File: src/rtl/cpu65_bus_pkg.sv
// rtl/cpu65_bus_pkg.sv - shared types and constants for the 65C816 bus-cycle stage
package cpu65_bus_pkg;

  typedef enum logic [2:0] {
    SEL_PC  = 3'd0,
    SEL_AA  = 3'd1,
    SEL_STK = 3'd2,
    SEL_DP  = 3'd3,
    SEL_DXL = 3'd4,
    SEL_VEC = 3'd5
  } bus_sel_t;

  typedef enum logic [1:0] {
    IDLE = 2'd0,
    REQ  = 2'd1,
    DONE = 2'd2
  } state_t;

  // Vector page base; the 5-bit vector offset is OR-ed into the low bits
  localparam logic [15:0] VEC_BASE       = 16'hFFE0;
  // Emulation-mode stack lives in page 1 of bank 0
  localparam logic [7:0]  EMU_STACK_PAGE = 8'h01;

  localparam int CNT_W = 16;

endpackage

File: src/rtl/cpu_bus_addr_mux.sv
// rtl/cpu_bus_addr_mux.sv - combinational 24-bit bus address former
module cpu_bus_addr_mux
  import cpu65_bus_pkg::*;
(
  input  logic [2:0]  bus_sel,
  input  logic        e6502,
  input  logic [15:0] pc,
  input  logic [16:0] aa,
  input  logic [7:0]  ab,
  input  logic [15:0] dx,
  input  logic [15:0] s,
  input  logic [7:0]  pbr,
  input  logic [4:0]  vec,
  output logic [23:0] addr
);

  logic [7:0] aa_bank;

  // Bank for absolute addressing absorbs the carry out of AAH/AAL; wraps mod 256
  assign aa_bank = ab + {7'd0, aa[16]};

  // Select the address source; reserved encodings fall back to the program counter
  always_comb begin
    addr = {pbr, pc};
    case (bus_sel_t'(bus_sel))
      SEL_PC:  addr = {pbr, pc};
      SEL_AA:  addr = {aa_bank, aa[15:0]};
      SEL_STK: addr = e6502 ? {8'h00, EMU_STACK_PAGE, s[7:0]} : {8'h00, s};
      SEL_DP:  addr = {8'h00, dx};
      SEL_DXL: addr = {ab, dx};
      SEL_VEC: addr = {8'h00, VEC_BASE | {11'd0, vec}};
      default: addr = {pbr, pc};
    endcase
  end

endmodule

File: src/rtl/cpu_bus_ctrl.sv
// rtl/cpu_bus_ctrl.sv - one memory transaction per microcycle with wait states and watchdog
module cpu_bus_ctrl
  import cpu65_bus_pkg::*;
#(
  parameter int         TIMEOUT  = 255,
  parameter logic [7:0] ERR_DATA = 8'hFF
) (
  input  logic        CLK,
  input  logic        RST,
  input  logic        CE,
  input  logic [2:0]  BUS_SEL,
  input  logic        VPA,
  input  logic        VDA,
  input  logic        WE,
  input  logic [7:0]  DO,
  input  logic [15:0] PC,
  input  logic [16:0] AA,
  input  logic [7:0]  AB,
  input  logic [15:0] DX,
  input  logic [15:0] S,
  input  logic [7:0]  PBR,
  input  logic [4:0]  VEC,
  input  logic        E6502,
  output logic [23:0] MEM_ADDR,
  output logic        MEM_WE,
  output logic [7:0]  MEM_DOUT,
  output logic        MEM_REQ,
  input  logic        MEM_ACK,
  input  logic [7:0]  MEM_DIN,
  output logic [7:0]  D_IN,
  output logic        EN,
  output logic        BUS_ERR
);

  localparam logic             WDOG_EN    = (TIMEOUT != 0);
  localparam logic [CNT_W-1:0] WDOG_LIMIT = CNT_W'(TIMEOUT);

  state_t           state_q, state_d;
  logic [23:0]      mem_addr_q, mem_addr_d;
  logic             mem_we_q, mem_we_d;
  logic [7:0]       mem_dout_q, mem_dout_d;
  logic             mem_req_q, mem_req_d;
  logic [7:0]       d_in_q, d_in_d;
  logic             en_q, en_d;
  logic             bus_err_q, bus_err_d;
  logic [CNT_W-1:0] cnt_q, cnt_d;
  logic [CNT_W-1:0] cnt_inc;
  logic [23:0]      formed_addr;

  cpu_bus_addr_mux u_addr_mux (
    .bus_sel (BUS_SEL),
    .e6502   (E6502),
    .pc      (PC),
    .aa      (AA),
    .ab      (AB),
    .dx      (DX),
    .s       (S),
    .pbr     (PBR),
    .vec     (VEC),
    .addr    (formed_addr)
  );

  assign cnt_inc = cnt_q + {{(CNT_W-1){1'b0}}, 1'b1};

  // Next-state logic: EN and BUS_ERR are raised on entry to DONE so they are registered
  always_comb begin
    state_d    = state_q;
    mem_addr_d = mem_addr_q;
    mem_we_d   = mem_we_q;
    mem_dout_d = mem_dout_q;
    mem_req_d  = mem_req_q;
    d_in_d     = d_in_q;
    en_d       = 1'b0;
    bus_err_d  = 1'b0;
    cnt_d      = cnt_q;
    case (state_q)
      IDLE: begin
        if (CE) begin
          if (VPA || VDA) begin
            mem_addr_d = formed_addr;
            mem_we_d   = WE;
            mem_dout_d = DO;
            mem_req_d  = 1'b1;
            state_d    = REQ;
          end else begin
            en_d    = 1'b1;
            state_d = DONE;
          end
        end
      end
      REQ: begin
        if (MEM_ACK) begin
          if (!mem_we_q) begin
            d_in_d = MEM_DIN;
          end
          mem_req_d = 1'b0;
          mem_we_d  = 1'b0;
          cnt_d     = '0;
          en_d      = 1'b1;
          state_d   = DONE;
        end else if (WDOG_EN && (cnt_inc == WDOG_LIMIT)) begin
          d_in_d    = ERR_DATA;
          mem_req_d = 1'b0;
          mem_we_d  = 1'b0;
          cnt_d     = '0;
          en_d      = 1'b1;
          bus_err_d = 1'b1;
          state_d   = DONE;
        end else begin
          cnt_d = cnt_inc;
        end
      end
      DONE: begin
        cnt_d   = '0;
        state_d = IDLE;
      end
      default: begin
        mem_req_d = 1'b0;
        mem_we_d  = 1'b0;
        cnt_d     = '0;
        state_d   = IDLE;
      end
    endcase
  end

  // State machine register with synchronous reset that abandons any pending access
  always_ff @(posedge CLK) begin
    if (RST) begin
      state_q    <= IDLE;
      mem_addr_q <= '0;
      mem_we_q   <= 1'b0;
      mem_dout_q <= '0;
      mem_req_q  <= 1'b0;
      d_in_q     <= '0;
      en_q       <= 1'b0;
      bus_err_q  <= 1'b0;
      cnt_q      <= '0;
    end else begin
      state_q    <= state_d;
      mem_addr_q <= mem_addr_d;
      mem_we_q   <= mem_we_d;
      mem_dout_q <= mem_dout_d;
      mem_req_q  <= mem_req_d;
      d_in_q     <= d_in_d;
      en_q       <= en_d;
      bus_err_q  <= bus_err_d;
      cnt_q      <= cnt_d;
    end
  end

  assign MEM_ADDR = mem_addr_q;
  assign MEM_WE   = mem_we_q;
  assign MEM_DOUT = mem_dout_q;
  assign MEM_REQ  = mem_req_q;
  assign D_IN     = d_in_q;
  assign EN       = en_q;
  assign BUS_ERR  = bus_err_q;

endmodule

File: config.mk
export PLATFORM = sky130hd
export DESIGN_NAME = cpu_bus_ctrl
export DESIGN_NICKNAME = d
export VERILOG_FILES = /design/src/rtl/cpu65_bus_pkg.sv /design/src/rtl/cpu_bus_addr_mux.sv /design/src/rtl/cpu_bus_ctrl.sv
export SDC_FILE = /design/constraint.sdc
export NUM_CORES = 1
export LEC_CHECK = 0
export BUFFER_PORTS_ARGS = -buffer_cell sky130_fd_sc_hd__buf_4
export CORE_MARGIN = 4
export CORE_UTILIZATION = 25
export DETAILED_ROUTE_END_ITERATION = 16
export SYNTH_ARGS = -nofsm -noshare
export SYNTH_HDL_FRONTEND = slang
export SYNTH_SLANG_ARGS = --single-unit
File: constraint.sdc
create_clock -name CLK -period 4.8 [get_ports CLK]
set_clock_uncertainty 0.15 [all_clocks]
set_input_delay 0.96 -clock CLK [delete_from_list [all_inputs] [get_ports CLK]]
set_output_delay 0.96 -clock CLK [all_outputs]
set_load 0.05 [all_outputs]
After elaboration in Yosys (flattened, before gate mapping). Cells that the tools add are included.

Divide/modulo/power cells: 0. Shift-type cells: 0. Bitwise gates (word level): 2. Reductions and logical operators: 8. Equal/unequal tests: 12. Multipliers: 0. Mux-type cells: 26. Magnitude comparators: 0. $add $sub $neg: 2.

Operators with widths (count): $pmux 24 s5 (1); $mux 16 (3); $pmux 16 s2 (1); $mux 8 (3); $add 16x1->16 const B (1); $eq 16x8->1 const B (1); $mux 1 (10); $add 8x1->8 (1); $mux 2 (4); $eq 3x2->1 const B (2); $eq 3x3->1 const B (2); $ne 2x2->1 const B (3); $pmux 1 s3 (2); $reduce_and 3->1 (2); $pmux 2 s2 (1); $reduce_and 4->1 (1); $eq 3x1->1 const B (1); $ne 3x3->1 const B (1); $reduce_or 3->1 (1); $eq 2x1->1 const B (1); $eq 2x2->1 const B (1); $logic_not 2->1 (1); $not 1->1 (2); $pmux 1 s2 (1); 3 further kinds (3).

Memory bits (read-only): 0. Latch bits: 0. Memories: 0. Register bits: 62. Bits in writable memories: 0. Word-level logic and storage cells: 59. Output and inout port bits: 44.

Depth between registers and ports, before layout.
Depth in word-level cells: 5. Depth in mapped cells: 10. Mapped depth without buffers: 9.

Cells and area by module. Synthesis repeated with hierarchy kept, for this count alone.

Cells, all modules: 530. Area total of the unflattened synthesis: 4167.7 um^2.

Modules (own cells, without submodules): cpu_bus_ctrl (times used 1, cells an instance 354, seq. area each 1241.2 um^2, area an instance 2840.2 um^2); cpu_bus_addr_mux (times used 1, cells an instance 176, seq. area each 0.0 um^2, area an instance 1327.5 um^2).

Worst setup path after synthesis. No wires, ideal clock.

Kind: input to register. From: in BUS_SEL[2]. To: reg mem_addr_q[9] (netlist: MEM_ADDR[9]). Stages on the path: 7. Setup time: 0.128 ns. Path buffers: 2. Arrival time: 2.182 ns. Slack: 2.340 ns. Path through: clkbuf_1 -> buf_1 -> nand2_1 -> a21oi_1 -> a211oi_1 -> a21oi_1 -> nor2_1.

Word-level cells in the longest chain between the ends: 2.

Ends and longest elaborated chain: start, declared (line cpu_bus_ctrl.sv:11) `input logic [2:0] BUS_SEL,`; $eq 3x3->1 (tied with other cells) (line cpu_bus_addr_mux.sv:25) `case (bus_sel_t'(bus_sel))`; $pmux 24 s5 * (line cpu_bus_addr_mux.sv:25); end signal, assigned (line cpu_bus_ctrl.sv:140) `mem_addr_q <= mem_addr_d;`; end, declared (line cpu_bus_ctrl.sv:39) `logic [23:0] mem_addr_q, mem_addr_d;`.

Mark *: on every way between the ends. The rest lies on a longest branch, timed or not. A chain may end at the register's enable or synchronous reset.

Worst setup path in the final report.
From: reg cnt_q[0]. To: reg cnt_q[6].

Word-level cells in the longest chain between the ends: 5.

Ends and longest elaborated chain: start, declared (line cpu_bus_ctrl.sv:46) `logic [CNT_W-1:0] cnt_q, cnt_d;`; start signal, assigned (line cpu_bus_ctrl.sv:147) `cnt_q <= cnt_d;`; $add 16x1->16 * (line cpu_bus_ctrl.sv:63) `assign cnt_inc = cnt_q + {{(CNT_W-1){1'b0}}, 1'b1};`; $eq 16x8->1 (line cpu_bus_ctrl.sv:101) `end else if (WDOG_EN && (cnt_inc == WDOG_LIMIT)) begin`; $mux 16 * (line cpu_bus_ctrl.sv:101); $mux 16 * (line cpu_bus_ctrl.sv:92) `if (MEM_ACK) begin`; $pmux 16 s2 * (line cpu_bus_ctrl.sv:76) `case (state_q)`.

Marked as above.

==> results.json <==
{
  "setup_viol": 0,
  "grt_pass1_vias": 4116,
  "slew_viol_final": 0,
  "layout-drive-gt1-share_pct": 27.6,
  "netlist_instances": 542,
  "clk_pin_slew_worst_paths_ns": 0.05,
  "synth_edf_count": 0,
  "wl_mm": 13.2,
  "startpoint_type": "register",
  "cap_violations": 0,
  "hold_violations": 0,
  "worst_path_largest_cell_delay_ns": 0.49,
  "grt_use_met1_pct": 17.6,
  "dp_hpwl_mm": 10.0,
  "die-area_sq_um": 17800,
  "synth_nets": 659,
  "worstPathCellList": "ha_1 > nand3_2 > or2_1 > o41ai_4 > o2111ai_4 > o21ai_4 > nor2_1 > a211o_1",
  "arrival_ns": 2.87,
  "post_cts_buffers": 0,
  "routabilityCongestion": 0.801,
  "critPathMaxFanout": 13,
  "mostFrequentLayoutCell": "buf_4",
  "ys_ff_latch": 62,
  "synth_seq_area_share_pct": 31.6,
  "yosysUniqueCellTypes": 51,
  "ctsResizeCount": 0,
  "portBuffers": 156,
  "status": "complete, no violations",
  "period_share_pct": 58.5,
  "leakage_uw": 0.00228,
  "insertion_delay_ns": 0.33,
  "fmaxAchievable_mhz": 356,
  "drtIter0Drc": 256,
  "grt_pass1_wl_mm": 21.2,
  "core_area_sq_um": 15300,
  "htreeDepth": 3,
  "place_area_sq_um": 5220,
  "drt.antenna.violating_nets": 0,
  "hold_class": "register to register",
  "layout_common_cells": "buf_4 (158), a21oi_1 (78), nor2_1 (72)",
  "use_met2_pct": 23.8,
  "fin_area_sq_um": 5540,
  "clockRootBuffer": "clkbuf_16",
  "crit_required_ns": 4.86,
  "relSlewSlack_pct": 40.6,
  "worstMarginPinSlew_ns": 0.886,
  "drc": 0,
  "slowest_stage": "dfxtp_1",
  "power.density_nw_per_um2": 303,
  "avgSynthCellArea_sq_um": 7.25,
  "final_nets": 786,
  "grtUsageTotal_pct": 14.5,
  "cts_tree": "done",
  "die_y_um": 133,
  "grt_antenna_before_repair": 0,
  "pin_count": 157,
  "start_util_pct": 25.7,
  "crit_type": "register to register",
  "period_needed_ns": 2.81,
  "vias": 4325,
  "antenna_cells": 0,
  "synth.yosys.warnings": 0,
  "ys.flop_type": "dfxtp_1",
  "drt_pass1_iterations": 4,
  "cts_made_buffers": 9,
  "crit_path_end_kind": "register",
  "hold_buffers": 0,
  "rows": 45,
  "hold-worst-slack_ns": 0.301,
  "rsz0062_at_grt": "no",
  "power_uw": 1680,
  "clock_sinks": 62,
  "syn_to_final_growth_pct": 41.0,
  "syn-cell-area_sq_um": 3930,
  "met3_usage_pct": 5.48,
  "busiest_layer": "met2",
  "wire_per_inst_um": 14.9,
  "overflow": 0,
  "clockBufferDepth": 2,
  "vdd_drop_max_mv": 0.157,
  "avgViaCountPerCell": 4.89,
  "die_w_um": 133,
  "tns_ns": 0,
  "async_flop_share_pct": 0,
  "grt_max_degree": 60
}
[logic make-up (layout without fill, tap and decap cells)]
group / Yosys count / in the layout / synth area share [%]
simple gates: 223 / 223 / 27.4
xor+xnor: 12 / 12 / 2.67
fa+ha+maj: 4 / 4 / 1.27
flops: 62 / 62 / 31.6
buf+inv: 52 / 183 / 5.32
compound gates: 169 / 169 / 26.7
mux: 20 / 20 / 5.09
[path summary, 6_finish.rpt]
| check | start | cells past startpoint | slack (ns) | to |
|---|---|---|---|---|
| setup / recovery | cnt_q[0]$_SDFFE_PP0N_ | 8 | 1.99 | cnt_q[6]$_SDFFE_PP0N_ |
| setup reg to reg | cnt_q[0]$_SDFFE_PP0N_ | 8 | 1.99 | cnt_q[6]$_SDFFE_PP0N_ |
| hold / removal | MEM_ADDR[7]$_SDFFE_PP0P_ | 2 | 0.30 | MEM_ADDR[7]$_SDFFE_PP0P_ |
| hold reg to reg | MEM_ADDR[7]$_SDFFE_PP0P_ | 2 | 0.30 | MEM_ADDR[7]$_SDFFE_PP0P_ |
[routing by layer]
metal | share of wire (%) | vias up
li1 | - | 2198
met1 | 42 | 1981
met2 | 47 | 133
met3 | 8.7 | 13
met4 | 1.7 | 0
met5 | 0 | -
[registers in the layout, summed over array words and instances (netlist names)]
signal / flops
MEM_ADDR: 24
cnt_q: 16
D_IN: 8
MEM_DOUT: 8
state_q: 2
BUS_ERR: 1
EN: 1
MEM_REQ: 1
MEM_WE: 1
[critical path, delay by kind of cell, from the launching register on]
| family | cells | cell delay, ns |
|---|---|---|
| AO/OA/AOI/OAI | 4 | 1.18 |
| AND/OR/NAND/NOR | 3 | 0.55 |
| flip-flops | 1 | 0.49 |
| adder cells (fa/ha/maj) | 1 | 0.32 |
[cell usage after synthesis (10+ instances only)]
library cell | count | area (sq um)
nand2b_1 | 11 | 68.8
o211ai_1 | 12 | 90.1
a211oi_1 | 15 | 113
nand2_1 | 51 | 191
or3_1 | 10 | 62.6
nor2_1 | 72 | 270
dfxtp_1 | 62 | 1240
clkbuf_1 | 29 | 109
inv_1 | 10 | 37.5
nand3_1 | 17 | 85.1
a21oi_1 | 78 | 390
o21ai_0 | 30 | 150
nor3_1 | 31 | 155
mux2i_1 | 20 | 200
[per-stage QoR]
step | worst slack [ns] | util [%] | cells
floorplan | 2.34 | - | 542
global placement | 1.79 | 34.1 | 869
detailed placement | 1.76 | 34.1 | 869
CTS | 1.99 | 36.2 | 884
global route | 1.82 | 36.2 | 884
finish | 1.99 | 36.2 | 884
[power breakdown]
group	internal [uW]	total (uW)	switching (uW)
registers	546	568	22.0
clock network	480	706	226
logic	159	408	250
total	1180	1680	498
[area by class of cell]
cell class,instances,area (sq um)
Clock inverter,3,67.6
Tap cell,211,264
Fill cell,1690,9770
Inverter,10,37.5
Multi-Input combinational cell,428,2490
Sequential cell,62,1240
Clock buffer,12,256
Timing Repair Buffer,158,1190
Power figures use the tool's default switching activity.
